`config.mk`:
```
export PLATFORM = sky130hd
export DESIGN_NAME = mem_responder
export DESIGN_NICKNAME = d
export VERILOG_FILES = /design/src/rtl/mem_responder.sv
export SDC_FILE = /design/constraint.sdc
export NUM_CORES = 1
export LEC_CHECK = 0
export CAP_MARGIN = 0
export CORE_MARGIN = 2
export CORE_UTILIZATION = 58
export CTS_BUF_LIST = sky130_fd_sc_hd__clkbuf_16
export CTS_CLUSTER_SIZE = 14
export DETAILED_ROUTE_END_ITERATION = 6
export PLACE_DENSITY_LB_ADDON = 0.25
export SLEW_MARGIN = 5
export SYNTH_ARGS = -nofsm -noshare
export SYNTH_HDL_FRONTEND = slang
export SYNTH_SLANG_ARGS = --single-unit
```
`constraint.sdc`:
```
create_clock -name clock -period 2.86 [get_ports clock]
set_input_delay 0.286 -clock clock [delete_from_list [all_inputs] [get_ports clock]]
set_output_delay 0.286 -clock clock [all_outputs]
set_load 0.005 [all_outputs]
```
`src/rtl/mem_responder.sv`:
```
// Memory-mapped responder for a small CPU: RAM with INIT clear, host program load,
// and CPU accesses to RAM plus a synchronized input port and a registered output port.
module mem_responder #(
  parameter int WORD_W = 8,
  parameter int ADDR_W = 5
) (
  input  logic              clock,
  input  logic              n_reset,
  input  logic              CS,
  input  logic              R_NW,
  input  logic [ADDR_W-1:0] addr,
  input  logic [WORD_W-1:0] wdata,
  output logic [WORD_W-1:0] rdata,
  input  logic              host_we,
  input  logic [ADDR_W-1:0] host_addr,
  input  logic [WORD_W-1:0] host_data,
  input  logic              host_go,
  input  logic [WORD_W-1:0] in_port,
  output logic [WORD_W-1:0] out_port,
  output logic              cpu_n_reset,
  output logic              ready,
  output logic              wr_err
);

  localparam int DEPTH = 2 ** ADDR_W;
  localparam logic [ADDR_W-1:0] RAM_TOP  = ADDR_W'(DEPTH - 3);
  localparam logic [ADDR_W-1:0] IN_ADDR  = ADDR_W'(DEPTH - 2);
  localparam logic [ADDR_W-1:0] OUT_ADDR = ADDR_W'(DEPTH - 1);

  typedef enum logic [1:0] {
    ST_INIT,
    ST_LOAD,
    ST_RUN
  } state_t;

  state_t              r_state;
  logic [ADDR_W-1:0]   r_clr;
  logic [WORD_W-1:0]   r_sync1;
  logic [WORD_W-1:0]   r_sync2;
  logic [WORD_W-1:0]   r_mem [DEPTH];

  logic                w_cpu_rd;
  logic                w_cpu_wr;
  logic                w_mem_we;
  logic [ADDR_W-1:0]   w_mem_addr;
  logic [WORD_W-1:0]   w_mem_data;
  logic [WORD_W-1:0]   w_rd_src;

  assign w_cpu_rd = (r_state == ST_RUN) && CS && R_NW;
  assign w_cpu_wr = (r_state == ST_RUN) && CS && !R_NW;
  assign ready    = (r_state == ST_LOAD);

  // Single RAM write port shared by INIT clear, host load and CPU writes.
  always_comb begin
    w_mem_we   = 1'b0;
    w_mem_addr = r_clr;
    w_mem_data = '0;
    case (r_state)
      ST_INIT: begin
        w_mem_we   = 1'b1;
        w_mem_addr = r_clr;
        w_mem_data = '0;
      end
      ST_LOAD: begin
        w_mem_we   = host_we && (host_addr <= RAM_TOP);
        w_mem_addr = host_addr;
        w_mem_data = host_data;
      end
      ST_RUN: begin
        w_mem_we   = w_cpu_wr && (addr <= RAM_TOP);
        w_mem_addr = addr;
        w_mem_data = wdata;
      end
      default: begin
        w_mem_we = 1'b0;
      end
    endcase
  end

  always_ff @(posedge clock) begin
    if (w_mem_we) begin
      r_mem[w_mem_addr] <= w_mem_data;
    end
  end

  always_comb begin
    w_rd_src = r_mem[addr];
    if (addr == IN_ADDR) begin
      w_rd_src = r_sync2;
    end else if (addr == OUT_ADDR) begin
      w_rd_src = out_port;
    end
  end

  always_ff @(posedge clock or negedge n_reset) begin
    if (!n_reset) begin
      r_sync1 <= '0;
      r_sync2 <= '0;
    end else begin
      r_sync1 <= in_port;
      r_sync2 <= r_sync1;
    end
  end

  always_ff @(posedge clock or negedge n_reset) begin
    if (!n_reset) begin
      r_state     <= ST_INIT;
      r_clr       <= '0;
      rdata       <= '0;
      out_port    <= '0;
      wr_err      <= 1'b0;
      cpu_n_reset <= 1'b0;
    end else begin
      cpu_n_reset <= (r_state == ST_RUN);
      case (r_state)
        ST_INIT: begin
          if (r_clr == RAM_TOP) begin
            r_state <= ST_LOAD;
          end else begin
            r_clr <= r_clr + 1'b1;
          end
        end
        ST_LOAD: begin
          if (host_go) begin
            r_state <= ST_RUN;
          end
        end
        ST_RUN: begin
          if (w_cpu_rd) begin
            rdata <= w_rd_src;
          end
          if (w_cpu_wr) begin
            if (addr == OUT_ADDR) begin
              out_port <= wdata;
            end else if (addr == IN_ADDR) begin
              wr_err <= 1'b1;
            end
          end
        end
        default: begin
          r_state <= ST_INIT;
        end
      endcase
    end
  end

endmodule
```
==> results of run 1 <==
==> how the worst min path moves through the flow <==
stage | startpoint | end | slack (ns) | cells after the start
after detailed placement | r_sync1[5]$_DFF_PN0_ | r_sync2[5]$_DFF_PN0_ | 0.34 | 0
after global placement | r_sync1[0]$_DFF_PN0_ | r_sync2[0]$_DFF_PN0_ | 0.34 | 0
after floorplan | n_reset | cpu_n_reset$_DFF_PN0_ | -0.01 | 0
after global routing | in_port[1] | r_sync1[1]$_DFF_PN0_ | 0.19 | 1
after CTS | in_port[6] | r_sync1[6]$_DFF_PN0_ | 0.19 | 1
final | in_port[6] | r_sync1[6]$_DFF_PN0_ | 0.20 | 1
==> cells in the mapped netlist, types with 9 or more instances <==
cell type	n	area, um2
edfxtp_1	254	7630
mux2i_1	75	751
nor2_1	53	199
a22oi_1	44	330
dfrtp_1	41	1030
a21oi_1	32	160
nand2_1	30	113
mux4_2	27	608
nor2b_1	15	93.8
buf_2	11	55.1
buf_6	10	113
mux2_2	9	101
o221ai_1	9	78.8
==> registers in the layout (all words and copies together) (netlist names) <==
signal and cells:
r_mem 254, out_port 8, r_sync1 8, r_sync2 8
rdata 8, r_clr 5, r_state 2, cpu_n_reset 1
wr_err 1
==> what timing repair did <==
action                                 CTS  global route
resized for setup                        0             2
hold buffers                             1             0
endpoints found under the hold margin   41             0
setup endpoints to repair                0            40
buffers inserted                         0             0
==> power by group through the flow <==
stage	Combinational [W]	Clock [W]	Sequential, W
floorplan	0.00140	0	0.00585
global placement	0.00266	0	0.00587
detailed placement	0.00274	0	0.00590
CTS	0.00276	0.00381	0.00582
global route	0.00300	0.00397	0.00584
finish	0.00282	0.00376	0.00582
==> layer usage <==
metal / wire (um) / track usage / part of all wire
met1: 11300 / 0.379 / 0.40
met4: 806 / 0.0817 / 0.028
met2: 13400 / 0.413 / 0.47
met3: 2970 / 0.0605 / 0.10
met5: 0 / 0 / 0
==> stage by stage <==
stage          power (W)  instances  hold slack (ns)  utilization  setup slack [ns]
6_report          0.0124       1112            0.201        0.695            0.0370
3_3_place_gp     0.00853       1060            0.339        0.647             0.177
4_1_cts           0.0124       1112            0.192        0.694            0.0539
3_5_place_dp     0.00864       1060            0.340        0.647            0.0948
2_1_floorplan    0.00725        705         -0.00959            -             0.361
5_1_grt           0.0128       1112            0.194        0.695           -0.0601
==> critical path, stage by stage (launching register included) <==
cell and delay (ns):
dfrtp_1 0.43, inv_1 0.10, ha_1 0.22, buf_4 0.20, a22oi_1 0.25, a21oi_1 0.11
nor3_1 0.25, nand2_1 0.47, nor2_1 0.27, buf_4 0.21
==> final cells by class <==
class,count,area (um2),share of cell area
Clock buffer,29,726,0.0516
Multi-Input combinational cell,367,3020,0.215
Tap cell,270,338,0.0240
Timing Repair Buffer,122,1070,0.0763
Sequential cell,295,8650,0.615
Clock inverter,22,223,0.0158
Inverter,7,26.3,0.00187
==> cells by family (layout without fill, tap and decap cells) <==
group / Yosys count / count (layout) / synth area share
mux: 111 / 111 / 0.122
compound gates: 116 / 116 / 0.0674
buf+inv: 43 / 180 / 0.0259
flops: 295 / 295 / 0.724
simple gates: 129 / 129 / 0.0506
fa+ha+maj: 7 / 7 / 0.00732
xor+xnor: 4 / 4 / 0.00293
==> results by group, run 1 <==
Status
  – Run status: finished, final reports clean

Die
  – Die ar.: about 0.022 mm2
  – Std-Cell Core Area: between 0.02 and 0.025 mm2
  – Initial Utilization: 0.591
  – Die Span X: 148 um
  – Die Y: 148 um
  – FP Rows: 52
  – IO Pins: a little under 60

Clock network
  – CTS tree: built
  – Worst skew pair latency: 0.54 ns
  – Clock transition at the registers of the reported paths: ~0.060 ns
  – H-Tree Depth: 1
  – Num CTS Buffers: 28
  – Clock buffer depth: 3
  – Clock Sinks: 295
  – Root buffer cell: clkbuf_16

Timing
  – Slew @ Worst Pin: between 1 and 1.5 ns
  – Crit path time final: 2.82 ns
  – Final setup vio count: 0
  – Fmax: 0.354 GHz
  – Fin. Hold Viols: 0
  – Skew final: 0.0210 ns
  – Final period util: 0.987
  – Slew headroom: 0.264
  – Setup tns final: 0 ns
  – RSZ-0062 raised after global routing: yes
  – Max Slew Vio Count: 0

Synth
  – Mean area per synthesized cell: 17.0 um2
  – Post-synthesis sequential area ratio: 0.724
  – Fraction of registers with async set/reset: 0.139
  – Synth Cell Area: about 0.012 mm2
  – Post-synth cell types: between 40 and 50
  – EDFF count, synth: 254
  – Main synth FF type: edfxtp_1
  – Synth Register Bits: 295
  – YS warnings: 0
  – Syn Nets: 752
  – Synth Instances: 705

Worst setup path
  – Worst r2r dst: r_mem[13][3]$_DFFE_PP_
  – Reg2Reg Depth: 9
  – FF-to-FF Start: r_state[0]$_DFFE_PN0P_
  – R2R Setup Slk: 0.04 ns
  – Worst Path Arrival: 3.05 ns
  – Crit start category: register
  – Crit path required time: 3.09 ns
  – CP Capture Point: r_mem[13][3]$_DFFE_PP_
  – Worst setup EP type: register
  – Critical path class: register to register
  – Crit-path max FO: 17
  – CP startpoint: r_state[0]$_DFFE_PN0P_

Power and ir drop
  – Pint: 0.00883 W
  – Switching part of the total: 0.288
  – P_leak: 5.08 nW
  – Flop pwr share: 0.470
  – NetSw: 0.00357 W
  – Comb power frac: 0.227
  – PwrDens: 882 mW/mm2
  – Peak supply drop: 0.000470 V
  – Clock network power share: 0.303

Routing
  – Via density: 6.28
  – Drt drc: 0
  – Detailed Route WL: 28.5 mm
  – Vias post-DR: 6985
  – Drt wl/cell: between 20 and 30 um
  – Drt first pass iters: 5
  – Antenna viol nets, final: 0
  – Initial drt markers: 968

Cells and area
  – Post-route cell area: 0.0141 mm2
  – Area Overhead vs Synth: 17.6%
  – Nets: 868
  – Share of cells above drive strength 1: 0.184
  – Fillers: ~1300
  – Commonest non-fill, non-tap cell in the layout: edfxtp_1
  – ANT cells: 0
  – Most frequent cells in the layout: edfxtp_1, mux2i_1, buf_4

Placed design
  – Post-DP Area: 0.0131 mm2
  – Gp weighted congestion: about 0.97
  – Detail Placement HPWL: 18.5 mm
  – I/O Buffers: 58

Min path
  – Hold Path Class: input pin to register

Global route
  – Vias in the first global route: 6946
  – GRT Util Overall: 0.265
  – First-pass GRT wire length: about 43 mm
  – Largest net degree at the start of global routing: 60
  – Remaining global-route overflow: 0
  – Antenna violations before repair: 0

Flow run
  – MaxCap Viol Count: 0
Power figures use the tool's default switching activity.
==> run 2, diff against run 1 <==
--- a/config.mk
+++ b/config.mk
@@ -9,10 +9,11 @@
 export CORE_MARGIN = 2
 export CORE_UTILIZATION = 58
 export CTS_BUF_LIST = sky130_fd_sc_hd__clkbuf_16
-export CTS_CLUSTER_SIZE = 14
+export CTS_CLUSTER_SIZE = 10
 export DETAILED_ROUTE_END_ITERATION = 6
 export PLACE_DENSITY_LB_ADDON = 0.25
 export SLEW_MARGIN = 5
 export SYNTH_ARGS = -nofsm -noshare
 export SYNTH_HDL_FRONTEND = slang
 export SYNTH_SLANG_ARGS = --single-unit
+export TNS_END_PERCENT = 10
==> run 2 against run 1 <==
  * Sequential share of layout area shrank 0.077 points
  * Via count grew 0.30%
  * Utilization grew 0.087 points
==> results by group, run 2 (synthesis gave the netlist of run 1 again) <==
Timing
  – Fin. Hold Viols: 0 (unchanged)
  – Slew @ Worst Pin: 1.15 ns (+0.0532 ns)
  – Crit path time final: 2.73 ns (-0.0900 ns)
  – Slew headroom: 0.228 (-0.0356)
  – RSZ-0062 raised after global routing: yes
  – Final setup vio count: 0 (unchanged)
  – Fmax: 0.366 GHz (+3.3%)
  – Setup tns final: 0 ns (unchanged)
  – Skew final: 0.0153 ns (-0.00575 ns)
  – Final period util: 0.956 (-0.0315)
  – Max Slew Vio Count: 0 (unchanged)
  – Worst setup margin: 0.127 ns (+0.0900 ns)

Worst setup path
  – Critical path class: register to register
  – Worst setup EP type: register
  – Crit-path max FO: 17 (unchanged)
  – Crit path required time: 3.07 ns (-0.02 ns)
  – Worst Path Arrival: 2.94 ns (-0.11 ns)
  – Crit start category: register

Power and ir drop
  – Peak supply drop: 0.000438 V (-6.9%)
  – PwrDens: 883 mW/mm2 (+0.11%)
  – P_leak: 5.10 nW (+0.50%)

Routing
  – Drt first pass iters: 6 (+1)
  – Via density: 6.31 (+0.39%)
  – Initial drt markers: 957 (-1.1%)
  – Drt wl/cell: 25.8 um (+0.70%)
  – Vias post-DR: 7006 (+0.30%)
  – Antenna viol nets, final: 0 (unchanged)
  – Drt drc: 0 (unchanged)
  – Detailed Route WL: 28.7 mm (+0.61%)

Die
  – Die Span X: 148 um (unchanged)
  – Die ar.: 0.0218 mm2 (unchanged)
  – FP Rows: 52 (unchanged)
  – IO Pins: 59 (unchanged)
  – Initial Utilization: 0.591 (unchanged)
  – Die Y: 148 um (unchanged)
  – Std-Cell Core Area: 0.0202 mm2 (unchanged)

Placed design
  – I/O Buffers: 58 (unchanged)
  – Detail Placement HPWL: 18.5 mm (unchanged)
  – Post-DP Area: 0.0131 mm2 (unchanged)
  – Dpl ws: 0.0948 ns (unchanged)
  – Gp weighted congestion: 0.968 (unchanged)

Global route
  – Antenna violations before repair: 0 (unchanged)
  – GRT Util Overall: 0.266 (+0.00170)
  – GRT met3 Usage: 0.0611 (+0.000617)
  – Vias in the first global route: 7069 (+1.8%)
  – Largest net degree at the start of global routing: 60 (unchanged)
  – Gr busiest metal: met2
  – First-pass GRT wire length: 43.0 mm (+0.21%)
  – Remaining global-route overflow: 0 (unchanged)
  – Met2 global-route usage: 0.406 (-0.00651)
  – Met1 global-route usage: 0.381 (+0.00197)

Clock network
  – H-Tree Depth: 2 (+1)
  – Clock Sinks: 295 (unchanged)
  – Clock buffer depth: 3 (unchanged)
  – Num CTS Buffers: 35 (+25%)
  – Clock transition at the registers of the reported paths: 0.05 ns (about the same)
  – Post-CTS Setup Inserts: 0 (unchanged)
  – Root buffer cell: clkbuf_16
  – Worst skew pair latency: 0.51 ns (-0.03 ns)
  – CTS tree: built

Cells and area
  – Area Overhead vs Synth: 17.7%
  – Multi-input logic area: 0.00302 mm2 (-0.17%)
  – Nets: 875 (+0.81%)
  – Post-route cell area: 0.0141 mm2 (+0.13%)
  – Share of cells above drive strength 1: 0.182 (-0.00216)
  – Most frequent cells in the layout: edfxtp_1, mux2i_1, buf_4
  – Fillers: 1271 (+1.0%)
  – Max reg flops: 254 (unchanged)
  – ANT cells: 0 (unchanged)
  – Final Util: 0.696 (+0.000866)
  – Largest Register: r_mem
  – Commonest non-fill, non-tap cell in the layout: edfxtp_1
  – Sequential Area: 0.00865 mm2 (unchanged)

Flow run
  – MaxCap Viol Count: 0 (unchanged)

Status
  – Run status: finished, final reports clean

Min path
  – Hold Path Class: input pin to register
-- run 2: cell count changes in the layout (fill, tap and decap cells not counted) --
cell | before | now
bufinv_16 | 5 | 0
clkinv_2 | 4 | 0
clkinvlp_4 | 1 | 0
a2111oi_2 | 1 | 0
inv_1 | 13 | 17
clkinv_1 | 6 | 2
clkinv_8 | 0 | 1
clkbuf_16 | 29 | 36
inv_6 | 0 | 1
a2111oi_1 | 0 | 1
-- run 2: worst max-delay path, stage by stage (launching register included) --
cell and delay (ns):
dfrtp_1 0.43, inv_1 0.10, ha_1 0.22, buf_4 0.20
a22oi_1 0.21, a21oi_1 0.10, nor3_1 0.25, nand2_1 0.44
nor2_1 0.30, buf_4 0.21
-- run 2: layout make-up --
cell class | count | area share
Clock inverter | 14 | 0.00498
Tap cell | 270 | 0.0240
Timing Repair Buffer | 122 | 0.0762
Clock buffer | 36 | 0.0640
Sequential cell | 295 | 0.615
Multi-Input combinational cell | 367 | 0.214
Inverter | 7 | 0.00187
-- run 2: path summary, 6_finish.rpt --
kind	endpoint	slack [ns]	from	cells past startpoint
setup / recovery	r_mem[16][7]$_DFFE_PP_	0.13	r_state[0]$_DFFE_PN0P_	9
hold / removal	r_sync1[6]$_DFF_PN0_	0.24	in_port[6]	1
setup reg to reg	r_mem[16][7]$_DFFE_PP_	0.13	r_state[0]$_DFFE_PN0P_	9
hold reg to reg	r_sync2[1]$_DFF_PN0_	0.36	r_sync1[1]$_DFF_PN0_	0
max in group asynchronous	r_sync2[1]$_DFF_PN0_	1.83	n_reset	2
min in group asynchronous	r_state[1]$_DFFE_PN0P_	0.46	n_reset	2
-- run 2: report_power, final --
group          internal (W)  leakage, nW  total (W)  switching (W)
registers           0.00566         2.84    0.00583       0.000166
clock network       0.00224        0.511    0.00380        0.00156
logic              0.000894         1.75    0.00280        0.00190
total               0.00880         5.10     0.0124        0.00363
-- run 2: metrics by stage --
stage,hold slack (ns),total power [W],cells
after floorplan,-0.00959,0.00725,705
after global placement,0.339,0.00853,1060
after detailed placement,0.340,0.00864,1060
after CTS,0.241,0.0124,1111
after global routing,0.240,0.0128,1111
final,0.241,0.0124,1111
-- run 2: timing repair --
| item | CTS | global route |
|---|---|---|
| endpoints found under the setup margin | 0 | 41 |
| hold endpoints to repair | 41 | 0 |
| resized for setup | 0 | 1 |
| hold buffers | 1 | 0 |
-- run 2: layer usage --
metal	part of all wire	wire length [um]
met5	0	0
met2	0.46	13300
met1	0.41	11700
met4	0.033	950
met3	0.095	2730
==> run 3, diff against run 2 <==
--- a/config.mk
+++ b/config.mk
@@ -6,8 +6,9 @@
 export NUM_CORES = 1
 export LEC_CHECK = 0
 export CAP_MARGIN = 0
+export CORE_ASPECT_RATIO = 0.7
 export CORE_MARGIN = 2
-export CORE_UTILIZATION = 58
+export CORE_UTILIZATION = 54
 export CTS_BUF_LIST = sky130_fd_sc_hd__clkbuf_16
 export CTS_CLUSTER_SIZE = 10
 export DETAILED_ROUTE_END_ITERATION = 6
==> constraint.sdc (replaced) <==
create_clock -name clock -period 2.4 [get_ports clock]
set_input_delay 0.24 -clock clock [delete_from_list [all_inputs] [get_ports clock]]
set_output_delay 0.24 -clock clock [all_outputs]
set_load 0.005 [all_outputs]
==> run 3 against run 2 <==
  * Global-route usage decreased by 1.0 points
  * Critical path depth unchanged
  * Clock power up 21%
  * Clock skew is 0.0075 ns higher
  * Via count increased by 1.7%
  * Register-to-register slack got worse by 0.07 ns
  * Sequential power is 19% higher
  * Total power rose by 23%
  * Flip-flop and latch count did not move
  * Combinational power increased by 32%
  * First-iteration DRC count decreased by 15%
  * Worst setup slack got worse by 0.071 ns
  * Largest power group unchanged
==> results by group, run 3 (synthesis gave the netlist of run 1 again) <==
Power and ir drop
  – Peak supply drop: 0.000711 V (+63%)
  – Comb power frac: 0.243 (+0.018)
  – NetSw: 0.00449 W (+24%)
  – PwrDens: 1050 mW/mm2 (+19%)
  – Flop pwr share: 0.456 (-0.013)
  – P_leak: 5.29 nW (+3.7%)
  – Pint: 0.0107 W (+22%)
  – Clock network power share: 0.301 (-0.005)
  – Switching part of the total: 0.294 (+0.00248)

Cells and area
  – Largest Register: r_mem
  – Final cell count without fillers: 1156 (+4.1%)
  – Nets: 906 (+3.5%)
  – Final Util: 0.666 (-0.0298)
  – Max reg flops: 254 (unchanged)
  – Area Overhead vs Synth: 21.0%
  – Share of cells above drive strength 1: 0.230 (+0.0481)
  – Most frequent cells in the layout: edfxtp_1, buf_4, mux2i_1
  – Post-route cell area: 0.0145 mm2 (+2.8%)
  – Fillers: 1439 (+13%)
  – Commonest non-fill, non-tap cell in the layout: edfxtp_1
  – ANT cells: 0 (unchanged)

Worst setup path
  – Worst path depth: 9 (unchanged)
  – CP Cell Sequence: inv_1, ha_4, nor2_1, a21oi_2, nor3_2, nand2_1, buf_4, nor2_2, buf_6
  – Largest stage delay, worst path: 0.40 ns (-0.04 ns)
  – Buffers plus inverters on the worst setup path: 3 (unchanged)
  – FF-to-FF Start: r_state[1]$_DFFE_PN0P_
  – Crit start category: register
  – R2R Setup Slk: 0.06 ns (-0.07 ns)
  – Crit-path max FO: 9 (-8)
  – Worst setup EP type: register
  – CP max-delay cell: dfrtp_1
  – Crit path required time: 2.61 ns (-0.46 ns)
  – Worst Path Arrival: 2.56 ns (-0.38 ns)
  – Reg2Reg Depth: 9 (unchanged)
  – Worst r2r dst: r_mem[21][5]$_DFFE_PP_
  – Critical path class: register to register
  – Worst path top cell family by delay: simple AND/OR/NAND/NOR gates

Timing
  – Crit path time final: 2.34 ns (-0.389 ns)
  – Setup tns final: 0 ns (unchanged)
  – Fmax: 0.427 GHz (+17%)
  – Final period util: 0.977 (+0.0210)
  – Final setup vio count: 0 (unchanged)
  – Max Slew Vio Count: 0 (unchanged)
  – Skew final: 0.0228 ns (+0.00745 ns)
  – Fin. Hold Viols: 0 (unchanged)
  – RSZ-0062 raised after global routing: yes
  – Slew headroom: 0.404 (+0.176)
  – Slew @ Worst Pin: 0.894 ns (-0.260 ns)

Global route
  – Largest net degree at the start of global routing: 42 (-30%)
  – GRT Util Overall: 0.256 (-0.0101)
  – Remaining global-route overflow: 0 (unchanged)
  – Antenna violations before repair: 1 (+1)
  – Vias in the first global route: 7084 (+0.21%)
  – First-pass GRT wire length: 43.6 mm (+1.5%)

Die
  – FP Rows: 45 (-13%)
  – Die Y: 129 um (-13%)
  – Initial Utilization: 0.550 (-0.0408)
  – Std-Cell Core Area: 0.0217 mm2 (+7.4%)
  – Die Span X: 182 um (+23%)
  – Die ar.: 0.0234 mm2 (+7.3%)
  – IO Pins: 59 (unchanged)

Placed design
  – Detail Placement HPWL: 19.7 mm (+6.3%)
  – I/O Buffers: 58 (unchanged)
  – Post-DP Area: 0.0134 mm2 (+2.1%)
  – Gp weighted congestion: 0.918 (-5.1%)
  – Inst Count DP: 1102 (+4.0%)

Clock network
  – Clock buffer depth: 3 (unchanged)
  – Clock Sinks: 295 (unchanged)
  – H-Tree Depth: 2 (unchanged)
  – CTS tree: built
  – Num CTS Buffers: 35 (unchanged)
  – Worst skew pair latency: 0.52 ns (about the same)
  – Clock transition at the registers of the reported paths: 0.06 ns (about the same)
  – Root buffer cell: clkbuf_16

Routing
  – Detailed Route WL: 29.6 mm (+3.2%)
  – Drt wl/cell: 25.6 um (-0.79%)
  – Initial drt markers: 813 (-15%)
  – Top layer in use: met5
  – DR WL met2: 13.5 mm (+1.6%)
  – Antenna viol nets, final: 0 (unchanged)
  – M1 WL: 12.8 mm (+9.9%)
  – Via density: 6.16 (-2.3%)
  – Met3 Wirelength: 2.80 mm (+2.6%)
  – Drt first pass iters: 5 (-1)
  – Drt drc: 0 (unchanged)
  – Vias post-DR: 7122 (+1.7%)

Status
  – Run status: finished, final reports clean

Min path
  – Hold Crit Endpoint: r_sync1[5]$_DFF_PN0_
  – Hold Path Class: input pin to register
  – Worst Hold Depth: 1 (unchanged)
  – HP Start: in_port[5]

Flow run
  – MaxCap Viol Count: 0 (unchanged)
[run 3: worst max-delay path by stage]
stage	end	from
after detailed placement	r_mem[3][2]$_DFFE_PP_	addr[1]
after floorplan	r_mem[10][0]$_DFFE_PP_	r_state[0]$_DFFE_PN0P_
after CTS	r_mem[28][6]$_DFFE_PP_	r_state[0]$_DFFE_PN0P_
final	r_mem[21][5]$_DFFE_PP_	r_state[1]$_DFFE_PN0P_
after global placement	r_mem[26][7]$_DFFE_PP_	addr[1]
after global routing	r_mem[9][1]$_DFFE_PP_	r_state[1]$_DFFE_PN0P_
[run 3: per-stage QoR]
stage	hold WS [ns]	setup WS [ns]	power [W]
3_3_place_gp	0.337	-0.0768	0.0103
2_1_floorplan	-0.0556	-0.0986	0.00864
5_1_grt	0.177	-0.0671	0.0157
6_report	0.178	0.0562	0.0152
4_1_cts	0.170	0.0298	0.0151
3_5_place_dp	0.336	-0.144	0.0104
[run 3: layout make-up]
cell class / instances / area (um2) / area share
tap: 282 / 353 / 0.0244
clock inverter: 16 / 78.8 / 0.00545
timing repair buffer: 153 / 1380 / 0.0951
clock buffer: 36 / 901 / 0.0623
multi-input combinational: 367 / 3080 / 0.213
sequential: 295 / 8650 / 0.598
inverter: 7 / 26.3 / 0.00182
[run 3: worst register-to-register path, delay by kind of cell, from the launching register on]
kind | cells | cell delay, ns
fa+ha+maj | 1 | 0.26
buf+inv | 3 | 0.52
simple gates | 4 | 0.78
flops | 1 | 0.40
compound gates | 1 | 0.07
[run 3: repair_timing]
item | in CTS | in global routing
setup endpoints to repair | 126 | 259
resized for setup | 3 | 25
gates cloned | 0 | 0
endpoints found under the hold margin | 41 | 0
buffers inserted | 0 | 1
hold buffers | 1 | 0
pin swaps | 0 | 5
[run 3: per-layer routing]
metal | GRT usage | up-vias
met2 | 0.391 | 368
met3 | 0.0546 | 46
met5 | 0 | -
met4 | 0.0593 | 2
met1 | 0.386 | 3627
li1 | - | 3079
[run 3: power by group through the flow]
stage               logic (W)  clock network, W  registers, W
floorplan             0.00167                 0       0.00697
global placement      0.00329                 0       0.00701
detailed placement    0.00340                 0       0.00704
CTS                   0.00345           0.00465       0.00694
global route          0.00392           0.00484       0.00698
finish                0.00370           0.00459       0.00695
